## config.mk

```make
export PLATFORM = sky130hd
export DESIGN_NAME = dec_stream_flat
export DESIGN_NICKNAME = d
export VERILOG_FILES = /design/src/rtl/dec_stream_pkg.sv /design/src/rtl/dec_stream_if.sv /design/src/rtl/dec_stream_field.sv /design/src/rtl/dec_stream.sv /design/src/flat_wrapper.sv
export SDC_FILE = /design/constraint.sdc
export NUM_CORES = 1
export LEC_CHECK = 0
export ABC_AREA = 1
export CELL_PAD_IN_SITES_DETAIL_PLACEMENT = 0
export CELL_PAD_IN_SITES_GLOBAL_PLACEMENT = 2
export CORE_ASPECT_RATIO = 1.1
export CORE_MARGIN = 4
export CORE_UTILIZATION = 20
export DETAILED_ROUTE_END_ITERATION = 12
export PLACE_DENSITY_LB_ADDON = 0.05
export SYNTH_ARGS = -nofsm -noshare
export SYNTH_HDL_FRONTEND = slang
export SYNTH_SLANG_ARGS = --single-unit
```

## constraint.sdc

```tcl
create_clock -name clk -period 1.75 [get_ports clk]
set_clock_uncertainty 0.15 [all_clocks]
set_input_delay 0.35 -clock clk [delete_from_list [all_inputs] [get_ports clk]]
set_output_delay 0.35 -clock clk [all_outputs]
set_load 0.01 [all_outputs]
```

## src/rtl/dec_stream_pkg.sv

```systemverilog
// dec_stream shared types and constants.
// FSM state encoding and opcode mode values.
package dec_stream_pkg;

  typedef enum logic [1:0] {
    S_OP  = 2'd0,
    S_IMM = 2'd1,
    S_OUT = 2'd2
  } state_t;

  localparam logic [1:0] MODE_REG = 2'b00;
  localparam logic [1:0] MODE_IMM = 2'b11;
  localparam logic [1:0] IMM_MODE_DEF = MODE_IMM;

endpackage

```

## src/rtl/dec_stream_if.sv

```systemverilog
// Byte-in / instruction-out handshake bundle.
// slave = decoder side, master = producer/consumer side.
interface dec_stream_if #(
  parameter int WIDTH = 8
);
  logic             in_valid;
  logic             in_ready;
  logic [WIDTH-1:0] in_data;
  logic             out_valid;
  logic             out_ready;
  logic [WIDTH-1:0] out_op;
  logic [WIDTH-1:0] out_mode_lo;
  logic [WIDTH-1:0] out_mode_hi;
  logic [WIDTH-1:0] out_imm;
  logic             out_has_imm;

  modport slave (
    input  in_valid, in_data, out_ready,
    output in_ready, out_valid, out_op,
    output out_mode_lo, out_mode_hi,
    output out_imm, out_has_imm
  );

  modport master (
    output in_valid, in_data, out_ready,
    input  in_ready, out_valid, out_op,
    input  out_mode_lo, out_mode_hi,
    input  out_imm, out_has_imm
  );
endinterface

```

## src/rtl/dec_stream_field.sv

```systemverilog
// Opcode field slicer: mode bits and
// immediate-follows flag.
module dec_field
  import dec_stream_pkg::*;
#(
  parameter int         WIDTH    = 8,
  parameter int         MODE_LSB = 6,
  parameter logic [1:0] IMM_MODE = IMM_MODE_DEF
) (
  input  logic [WIDTH-1:0] op,
  output logic [WIDTH-1:0] mode_lo,
  output logic [WIDTH-1:0] mode_hi,
  output logic             needs_imm
);
  logic [1:0] mode;
  logic       op_unused;

  assign mode = op[MODE_LSB+1:MODE_LSB];
  assign op_unused = ^op;

  assign mode_lo = {{(WIDTH-1){1'b0}}, mode[0]};
  assign mode_hi = {{(WIDTH-1){1'b0}}, mode[1]};
  assign needs_imm = (mode == IMM_MODE);
endmodule

```

## src/rtl/dec_stream.sv

```systemverilog
// Streaming 1/2-byte instruction assembler.
// Bytes in on valid/ready, instructions out on valid/ready.
module dec_stream
  import dec_stream_pkg::*;
#(
  parameter int         WIDTH    = 8,
  parameter int         MODE_LSB = 6,
  parameter logic [1:0] IMM_MODE = IMM_MODE_DEF
) (
  input  logic         clk,
  input  logic         rst,
  input  logic         flush,
  dec_stream_if.slave  s
);
  state_t           state;
  logic [WIDTH-1:0] op_q;
  logic [WIDTH-1:0] imm_q;
  logic             has_q;
  logic             live;
  logic             in_fire;
  logic             out_fire;
  logic             in_imm;
  logic             op_imm_unused;
  logic [WIDTH-1:0] in_lo_unused;
  logic [WIDTH-1:0] in_hi_unused;

  dec_field #(
    .WIDTH(WIDTH), .MODE_LSB(MODE_LSB),
    .IMM_MODE(IMM_MODE)
  ) u_held (
    .op(op_q),
    .mode_lo(s.out_mode_lo),
    .mode_hi(s.out_mode_hi),
    .needs_imm(op_imm_unused)
  );

  dec_field #(
    .WIDTH(WIDTH), .MODE_LSB(MODE_LSB),
    .IMM_MODE(IMM_MODE)
  ) u_next (
    .op(s.in_data),
    .mode_lo(in_lo_unused),
    .mode_hi(in_hi_unused),
    .needs_imm(in_imm)
  );

  // rst/flush blank both handshakes in the same cycle
  assign live = !rst && !flush;
  assign s.in_ready = live &&
    ((state != S_OUT) || s.out_ready);
  assign s.out_valid = live && (state == S_OUT);

  assign in_fire  = s.in_valid && s.in_ready;
  assign out_fire = s.out_valid && s.out_ready;

  assign s.out_op      = op_q;
  assign s.out_imm     = imm_q;
  assign s.out_has_imm = has_q;

  always_ff @(posedge clk) begin
    if (rst) begin
      state <= S_OP;
      op_q  <= '0;
      imm_q <= '0;
      has_q <= 1'b0;
    end else if (flush) begin
      state <= S_OP;
    end else if (in_fire) begin
      unique case (1'b1)
        (state == S_IMM): begin
          imm_q <= s.in_data;
          has_q <= 1'b1;
          state <= S_OUT;
        end
        default: begin
          op_q  <= s.in_data;
          imm_q <= '0;
          has_q <= 1'b0;
          state <= in_imm ? S_IMM : S_OUT;
        end
      endcase
    end else if (out_fire) begin
      state <= S_OP;
    end
  end
endmodule

```

## src/flat_wrapper.sv

```systemverilog
// flat-port wrapper written by rule: the top's interface ports become plain ports
module dec_stream_flat import dec_stream_pkg::*;
#(
  parameter int         WIDTH    = 8,
  parameter int         MODE_LSB = 6,
  parameter logic [1:0] IMM_MODE = IMM_MODE_DEF
)
  (clk, rst, flush, s_in_valid, s_in_data, s_out_ready, s_in_ready, s_out_valid, s_out_op, s_out_mode_lo, s_out_mode_hi, s_out_imm, s_out_has_imm);
  dec_stream_if #(.WIDTH(WIDTH)) s_i ();
  input  logic clk;
  input  logic rst;
  input  logic flush;
  input wire logic [$bits(s_i.in_valid)-1:0] s_in_valid;
  input wire logic [$bits(s_i.in_data)-1:0] s_in_data;
  input wire logic [$bits(s_i.out_ready)-1:0] s_out_ready;
  output wire logic [$bits(s_i.in_ready)-1:0] s_in_ready;
  output wire logic [$bits(s_i.out_valid)-1:0] s_out_valid;
  output wire logic [$bits(s_i.out_op)-1:0] s_out_op;
  output wire logic [$bits(s_i.out_mode_lo)-1:0] s_out_mode_lo;
  output wire logic [$bits(s_i.out_mode_hi)-1:0] s_out_mode_hi;
  output wire logic [$bits(s_i.out_imm)-1:0] s_out_imm;
  output wire logic [$bits(s_i.out_has_imm)-1:0] s_out_has_imm;
  assign s_i.in_valid = s_in_valid;
  assign s_i.in_data = s_in_data;
  assign s_i.out_ready = s_out_ready;
  assign s_in_ready = s_i.in_ready;
  assign s_out_valid = s_i.out_valid;
  assign s_out_op = s_i.out_op;
  assign s_out_mode_lo = s_i.out_mode_lo;
  assign s_out_mode_hi = s_i.out_mode_hi;
  assign s_out_imm = s_i.out_imm;
  assign s_out_has_imm = s_i.out_has_imm;
  dec_stream #(.WIDTH(WIDTH), .MODE_LSB(MODE_LSB), .IMM_MODE(IMM_MODE)) u_core (.clk(clk), .rst(rst), .flush(flush), .s(s_i));
endmodule
```

==> results of run 1 <==
## power by group through the flow
stage / clock [W] / combinational, W / sequential (W)
global placement: 0 / 0.000149 / 0.000458
floorplan: 0 / 0.0000973 / 0.000462
detailed placement: 0 / 0.000148 / 0.000458
global route: 0.000350 / 0.000162 / 0.000450
finish: 0.000307 / 0.000143 / 0.000448
CTS: 0.000326 / 0.000146 / 0.000448
## cell families (layout without fill, tap and decap cells)
kind of cell           Yosys count  in the layout  synth area share
and+or+nand+nor                 70             70             0.320
buffers and inverters           38             62             0.223
DFF                             19             19             0.391
AOI/OAI and AO/OA               12             12            0.0618
other                            1             14           0.00386
## worst min path at each step
stage                     depth (start not counted)  slack, ns                             start                               end
final                                             2       0.31  u_core.s.out_imm[4]$_SDFFE_PP0P_  u_core.s.out_imm[4]$_SDFFE_PP0P_
after global routing                              2       0.33  u_core.s.out_imm[4]$_SDFFE_PP0P_  u_core.s.out_imm[4]$_SDFFE_PP0P_
after CTS                                         2       0.32  u_core.s.out_imm[4]$_SDFFE_PP0P_  u_core.s.out_imm[4]$_SDFFE_PP0P_
after detailed placement                          2       0.30  u_core.s.out_imm[4]$_SDFFE_PP0P_  u_core.s.out_imm[4]$_SDFFE_PP0P_
after global placement                            2       0.31  u_core.s.out_imm[5]$_SDFFE_PP0P_  u_core.s.out_imm[5]$_SDFFE_PP0P_
after floorplan                                   2       0.32      u_core.state[1]$_SDFFE_PP0P_      u_core.state[1]$_SDFFE_PP0P_
## final cells by class
type,instances,area (sq um),share of cell area
timing repair buffer,40,370,0.273
multi-input combinational,96,424,0.312
sequential,19,380,0.280
tap,56,70.1,0.0516
clock buffer,4,45.0,0.0332
inverter,18,67.6,0.0498
## state kept, by name (all words and copies together) (netlist names)
name / count
u_core.state: 2
u_core.s.out_op: 8
u_core.s.out_has_imm: 1
u_core.s.out_imm: 8
## placed cells by master, fill, tap and decap left out, drive strengths merged
| cell type | instances |
|---|---|
| nand2 | 39 |
| clkdlybuf4s50 | 29 |
| nor2 | 27 |
| dfxtp | 19 |
| inv | 18 |
| conb | 14 |
| a21oi | 10 |
| buf | 9 |
| clkbuf | 4 |
| nand3 | 3 |
| o21ai | 2 |
| dlygate4sd2 | 2 |
| nor3 | 1 |
## metal layers
metal,up-vias,GRT usage
met5,-,0
met2,26,0.160
li1,459,-
met1,382,0.111
met4,0,0.0374
met3,4,0.0223
## through the flow
stage / hold WS (ns) / utilization
3_3_place_gp: 0.307 / 0.283
5_1_grt: 0.332 / 0.290
4_1_cts: 0.316 / 0.290
2_1_floorplan: 0.322 / -
6_report: 0.315 / 0.290
3_5_place_dp: 0.304 / 0.283
==> flow_summary.ini, run 1 <==
[status]
outcome = finished clean

[cts]
htreeDepth = 1
ctsHoldBuffers = 0
cts_setup_buffers = 0
cts_made_buffers = 3
clkLatencyLatePin_ns = 0.25
clock-sinks = 19
cts_resized = 10
cts_tree = built
clk_pin_slew_worst_paths_ns = 0.07
clock_path_buffers = 2
root_buffer = clkbuf_8

[sta]
finalSetupViolCount = 0
slew_viol_final = 0
setup_slack_ns = 0.0934
rsz0062_at_grt = false
max_freq_ghz = 0.604
fin_crit_sh = 0.947
tns_ns = 0
finalHoldViolations = 0
period_needed_ns = 1.66

[setup_path]
worstSetupPathDepth = 1
r2r-start = u_core.state[0]$_SDFFE_PP0P_
worst-path-buf-inv = 1
crit_arrival_ns = 1.16
path_max_fanout = 3
critical_path.endpoint = s_out_mode_lo[0]
startpoint_type = flip-flop
reg2reg_depth = 8
path_delay_family = buffers and inverters
cp.required_ns = 1.25
crit_chain = clkdlybuf4s50_1
critical_path_class = reg2out
critPathCaptureType = output pin
crit_start = u_core.s.out_op[6]$_SDFFE_PP0P_
crit_slowest_cell = clkdlybuf4s50_1
worst_r2r_endpoint = u_core.s.out_op[7]$_SDFFE_PP0P_
cp_slowest_stage_delay_ns = 0.54
reg2reg_slack_ns = 0.33

[global_route]
grt_util_all_layers = 0.0936
grt-ovfl-total = 0
grt_pass1_wl_um = 4280
antenna_found_initial = 0
grt_pass1_vias = 940
grt_max_degree = 17

[placement]
dpl_cell_area_sq_um = 1330
place.gp.congestion = 0.704
dpl.cell_count = 229
portBuffers = 33
hpwl_um = 2000
place_ws_ns = -0.481

[yosys]
synthCells = 140
yosys.area.top_type = dfxtp_1
synth_common_cells = 38 x nand2_1, 25 x nor2_1, 19 x dfxtp_1
async_reset_ff_frac = 0
ys_seq_area_frac = 0.391
avgSynthCellArea_sq_um = 6.94
synth_top_area_frac = 0.391
yosys_most_used_dff = dfxtp_1
synth-edff-count = 0
synth_area_sq_um = 972
synth.distinct_cells = 18
synth_warnings = 0
synth_area_leaders = dfxtp_1 39%, nand2_1 15%, buf_4 13%
yosysMostFrequentCell = nand2_1
synth_seq_cells = 19

[layout]
drive_gt1_frac = 0.107
final_cells = 233
final_area_sq_um = 1360
nFillCells = 537
fin_nets = 191
syn2layout_area_growth_pct = 39.6
antennaDiodeCount = 0

[power]
vdd_drop_max_mv = 0.203
pwr-share-seq = 0.499
p_leak_nw = 0.604
power_switching_w = 0.000229
power-per-cell-area_nw_per_um2 = 661
comb_power_share = 0.159
p_clk_frac = 0.341
internal_power_w = 0.000668
swShare = 0.255
power_w = 0.000898

[drt]
wl_met1_um = 1080
final_antenna_net_count = 0
vias = 871
met3_wirelength_um = 160
dr.max_layer_used = met4
wl_met2_um = 1230
wl_per_cell_um = 10.8
first_pass_iters = 4
post_drt_via_cell_ratio = 3.74
routed_wl_um = 2510
initialDrtViolationCount = 23
drc_errors = 0

[die]
initial_core_util = 0.208
die-width_um = 74.5
die_h_um = 81.1
std_cell_rows = 26
design.core.area_sq_um = 4680
die_area_sq_um = 6040
io-pin-count = 48

[min_path]
min-delay-path-class = reg2reg

[job]
drv_cap = 0
Note: power is estimated with default switching activity, not from simulation.
==> run 2, diff against run 1 <==
CORE_UTILIZATION = 21   (was 20)
SYNTH_HIERARCHICAL = 1   (was not set)
==> run 2 against run 1 <==
Synthesized cell count increased by 1.4%; utilization increased by 1.7 points; routed wire length decreased by 5.4%; die area decreased by 3.7%; via count decreased by 1.1%; largest power group unchanged.
==> flow_summary.ini, run 2 <==
[setup_path]
critPathMostFrequentCell = inv_1
path_delay_family = buffers and inverters
path_max_fanout = 2
crit_slowest_cell = clkdlybuf4s50_1
cp_slowest_stage_delay_ns = 0.45
cp.required_ns = 1.25
worst-path-buf-inv = 4
crit_arrival_ns = 1.15
crit_chain = clkdlybuf4s50_1, inv_1, nand3_2, nand2_1, inv_1, buf_2
critical_path_class = in2out
startpoint_type = primary input
critPathCaptureType = output pin

[power]
power_w = 0.000895
power-per-cell-area_nw_per_um2 = 661
vdd_drop_max_mv = 0.300
p_leak_nw = 0.610

[layout]
mostFrequentLayoutCells = 40 x nand2_1, 29 x clkdlybuf4s50_1, 25 x nor2_1
fin_nets = 192
final_area_sq_um = 1350
finish.utilization = 0.307
syn2layout_area_growth_pct = 38.4
final_cells = 232
antennaDiodeCount = 0
drive_gt1_frac = 0.101
layout_commonest_cell = nand2_1

[die]
design.core.area_sq_um = 4410
die_area_sq_um = 5820
initial_core_util = 0.222
die-width_um = 73.1
std_cell_rows = 25
io-pin-count = 48
die_h_um = 79.6

[cts]
cts_made_buffers = 3
clock_path_buffers = 2
cts_tree = built
root_buffer = clkbuf_8
clk_pin_slew_worst_paths_ns = 0.07
htreeDepth = 1
clkLatencyLatePin_ns = 0.25
clock-sinks = 19

[global_route]
grt_pass1_vias = 850
met3_usage = 0.0302
grt_use_met1 = 0.113
grt_most_used_layer = met2
grt_max_degree = 17
grt_util_all_layers = 0.0850
grt-ovfl-total = 0
grt_pass1_wl_um = 3880
antenna_found_initial = 0
grtUsageMet2 = 0.131

[placement]
dpl.cell_count = 228
portBuffers = 33
hpwl_um = 1840
place.gp.congestion = 0.719
dpl_cell_area_sq_um = 1320

[drt]
vias = 861
post_drt_via_cell_ratio = 3.71
drc_errors = 0
first_pass_iters = 2
routed_wl_um = 2370
initialDrtViolationCount = 13
wl_per_cell_um = 10.2
final_antenna_net_count = 0

[yosys]
avgSynthCellArea_sq_um = 6.89
synth_area_sq_um = 978
synth_warnings = 6
synthCells = 142

[sta]
fin_crit_sh = 0.943
rsz0062_at_grt = false
slew_viol_final = 0
tns_ns = 0
max_freq_ghz = 0.606
finalSetupViolCount = 0
finalHoldViolations = 0
period_needed_ns = 1.65

[min_path]
min-delay-path-class = reg2reg

[job]
drv_cap = 0

[status]
outcome = finished clean
run 2: worst reg2reg max path: stages, from the launching register on:
cell and delay, ns:
dfxtp_1 0.38, inv_2 0.06, nand3_2 0.06, buf_4 0.11
nand3_4 0.09, nor2_8 0.22, nand2_1 0.11, nand2_1 0.07
nor2_1 0.04
run 2: through the flow:
stage               hold slack, ns  worst slack [ns]
floorplan                    0.322             0.443
global placement             0.310            -0.439
detailed placement           0.311            -0.453
CTS                          0.322            0.0721
global route                 0.336            0.0352
finish                       0.318            0.0998
run 2: per-layer routing:
layer	vias up	routed length [um]
li1	461	-
met1	369	1130
met2	29	1050
met3	2	172
met4	0	19
met5	-	0
run 2: where the power goes:
group          switching [W]  internal [W]
Clock               0.000143      0.000162
Combinational      0.0000784     0.0000639
Sequential        0.00000585      0.000442
run 2: path summary, 6_finish.rpt:
kind / start / to / cells past startpoint / slack (ns)
worst min register to register: u_core/s.out_has_imm$_SDFFE_PP0P_ / u_core/s.out_has_imm$_SDFFE_PP0P_ / 2 / 0.32
worst max-delay path: s_out_ready / s_in_ready / 6 / 0.1
worst max register to register: u_core/state[0]$_SDFFE_PP0P_ / u_core/s.out_op[5]$_SDFFE_PP0P_ / 8 / 0.34
worst min-delay path: u_core/s.out_has_imm$_SDFFE_PP0P_ / u_core/s.out_has_imm$_SDFFE_PP0P_ / 2 / 0.32
run 2: area by class of cell:
class / instances / area [sq um]
Clock buffer: 4 / 45.0
Fill cell: 509 / 3060
Inverter: 19 / 71.3
Multi-Input combinational cell: 97 / 427
Sequential cell: 19 / 380
Tap cell: 54 / 67.6
Timing Repair Buffer: 39 / 363
run 2: repair_timing:
item | 4_1_cts | 5_1_grt
gates resized for setup | 10 | 0
endpoints found under the setup margin | 2 | 0
buffers inserted | 0 | 0
hold buffers | 0 | 0
==> run 3, diff against run 2 <==
HOLD_SLACK_MARGIN = 0.08   (was not set)
SETUP_SLACK_MARGIN = 0.15   (was not set)
==> run 3 against run 2 <==
Via count is 1.0% higher; utilization decreased by 0.17 points; clock power barely moved; fmax rose by 5.4%; sequential share of layout area is 0.25 points higher; combinational power is 3% lower; routed wire length is 2.2% higher; die area unchanged; final area decreased by 0.55%; worst hold slack got worse by 0.0026 ns.
==> flow_summary.ini, run 3 (synthesized netlist as in run 2, its figures left out) <==
[setup_path]
crit_arrival_ns = 1.07
path_max_fanout = 2
startpoint_type = primary input
cp.required_ns = 1.25
critPathCaptureType = output pin
critical_path_class = in2out

[layout]
layout_commonest_cell = nand2_1
fin_nets = 193
mostFrequentLayoutCells = 39 x nand2_1, 25 x nor2_1, 21 x dlygate4sd2_1
syn2layout_area_growth_pct = 37.6
regArea_sq_um = 382
nFillCells = 522
antennaDiodeCount = 0
drive_gt1_frac = 0.128
multi_input_area_sq_um = 434

[cts]
clkLatencyLatePin_ns = 0.25
clock_path_buffers = 2
cts_made_buffers = 3
root_buffer = clkbuf_8
htreeDepth = 1
clock-sinks = 19
clk_pin_slew_worst_paths_ns = 0.07
cts_tree = built

[job]
drv_cap = 0

[power]
swShare = 0.259
comb_power_share = 0.155
p_clk_frac = 0.344
power-per-cell-area_nw_per_um2 = 664
pwr-share-seq = 0.501
internal_power_w = 0.000663
p_leak_nw = 0.706
vdd_drop_max_mv = 0.300
power_switching_w = 0.000232

[global_route]
grt_max_degree = 17
grt-ovfl-total = 0
grt_pass1_wl_um = 3880
antenna_found_initial = 0
grt_pass1_vias = 850
grt_util_all_layers = 0.0850

[status]
outcome = finished clean

[sta]
tns_ns = 0
period_needed_ns = 1.57
finalHoldViolations = 0
slew_viol_final = 0
rsz0062_at_grt = false
fin_crit_sh = 0.895
max_freq_ghz = 0.639
finalSetupViolCount = 0
setup_slack_ns = 0.184

[placement]
place.gp.congestion = 0.719
hpwl_um = 1840
place_ws_ns = -0.453
portBuffers = 33

[drt]
vias = 870
wl_per_cell_um = 10.4
drc_errors = 0
routed_wl_um = 2420
first_pass_iters = 4
final_antenna_net_count = 0
post_drt_via_cell_ratio = 3.73
initialDrtViolationCount = 14

[die]
design.core.area_sq_um = 4410
initial_core_util = 0.222
io-pin-count = 48
die-width_um = 73.1
die_area_sq_um = 5820
die_h_um = 79.6
std_cell_rows = 25

[min_path]
min-delay-path-class = reg2reg
[run 3: cell types whose count changed in the layout (fill, tap and decap cells not counted), sizes merged]
cell / delta
clkdlybuf4s50: -20
clkdlybuf4s15: +1
buf: +1
dlygate4sd2: +19
[run 3: routing by layer]
layer,wire length [um],global-route usage,vias to the layer above
li1,-,-,463
met1,1150,0.113,376
met2,1090,0.131,29
met3,170,0.0302,2
met4,19,0.0166,0
met5,0,0,-
[run 3: timing repair]
| item | 4_1_cts | 5_1_grt |
|---|---|---|
| buffers inserted | 0 | 1 |
| gates resized for setup | 31 | 4 |
| endpoints found under the setup margin | 28 | 2 |
| hold buffers | 0 | 0 |
| pin swaps | 2 | 2 |
[run 3: per-stage QoR]
step | power [W] | hold slack, ns | std cells | area [sq um] | utilization
final | 0.000894 | 0.315 | 233 | 1350 | 0.305
after global routing | 0.000948 | 0.333 | 233 | 1350 | 0.305
after CTS | 0.000913 | 0.319 | 232 | 1330 | 0.302
after detailed placement | 0.000606 | 0.311 | 228 | 1320 | 0.300
after global placement | 0.000605 | 0.310 | 228 | 1320 | 0.300
after floorplan | 0.000560 | 0.322 | 155 | 1030 | -
[run 3: area by class of cell]
class | count | area share
flip-flops and latches | 19 | 0.283
inverters | 19 | 0.0530
clock buffers | 4 | 0.0335
well taps | 54 | 0.0502
multi-input cells | 97 | 0.322
repair buffers | 40 | 0.257
[run 3: path summary, 6_finish.rpt]
check	from	endpoint	slack (ns)	cells after the start
setup / recovery	flush	s_out_valid	0.18	5
hold / removal	u_core/s.out_has_imm$_SDFFE_PP0P_	u_core/s.out_has_imm$_SDFFE_PP0P_	0.32	2
setup reg to reg	u_core/state[0]$_SDFFE_PP0P_	u_core/s.out_op[5]$_SDFFE_PP0P_	0.34	8
hold reg to reg	u_core/s.out_has_imm$_SDFFE_PP0P_	u_core/s.out_has_imm$_SDFFE_PP0P_	0.32	2
[run 3: power groups by stage]
stage / combinational, W / sequential [W] / clock (W)
2_1_floorplan: 0.0000980 / 0.000462 / 0
3_3_place_gp: 0.000148 / 0.000458 / 0
3_5_place_dp: 0.000147 / 0.000458 / 0
4_1_cts: 0.000137 / 0.000448 / 0.000328
5_1_grt: 0.000156 / 0.000449 / 0.000343
6_report: 0.000138 / 0.000448 / 0.000308
[run 3: critical path, stage by stage]
cell and delay, ns:
dlygate4sd2_1 0.26, nor2_4 0.10, inv_2 0.04, nor3_2 0.16, buf_2 0.15
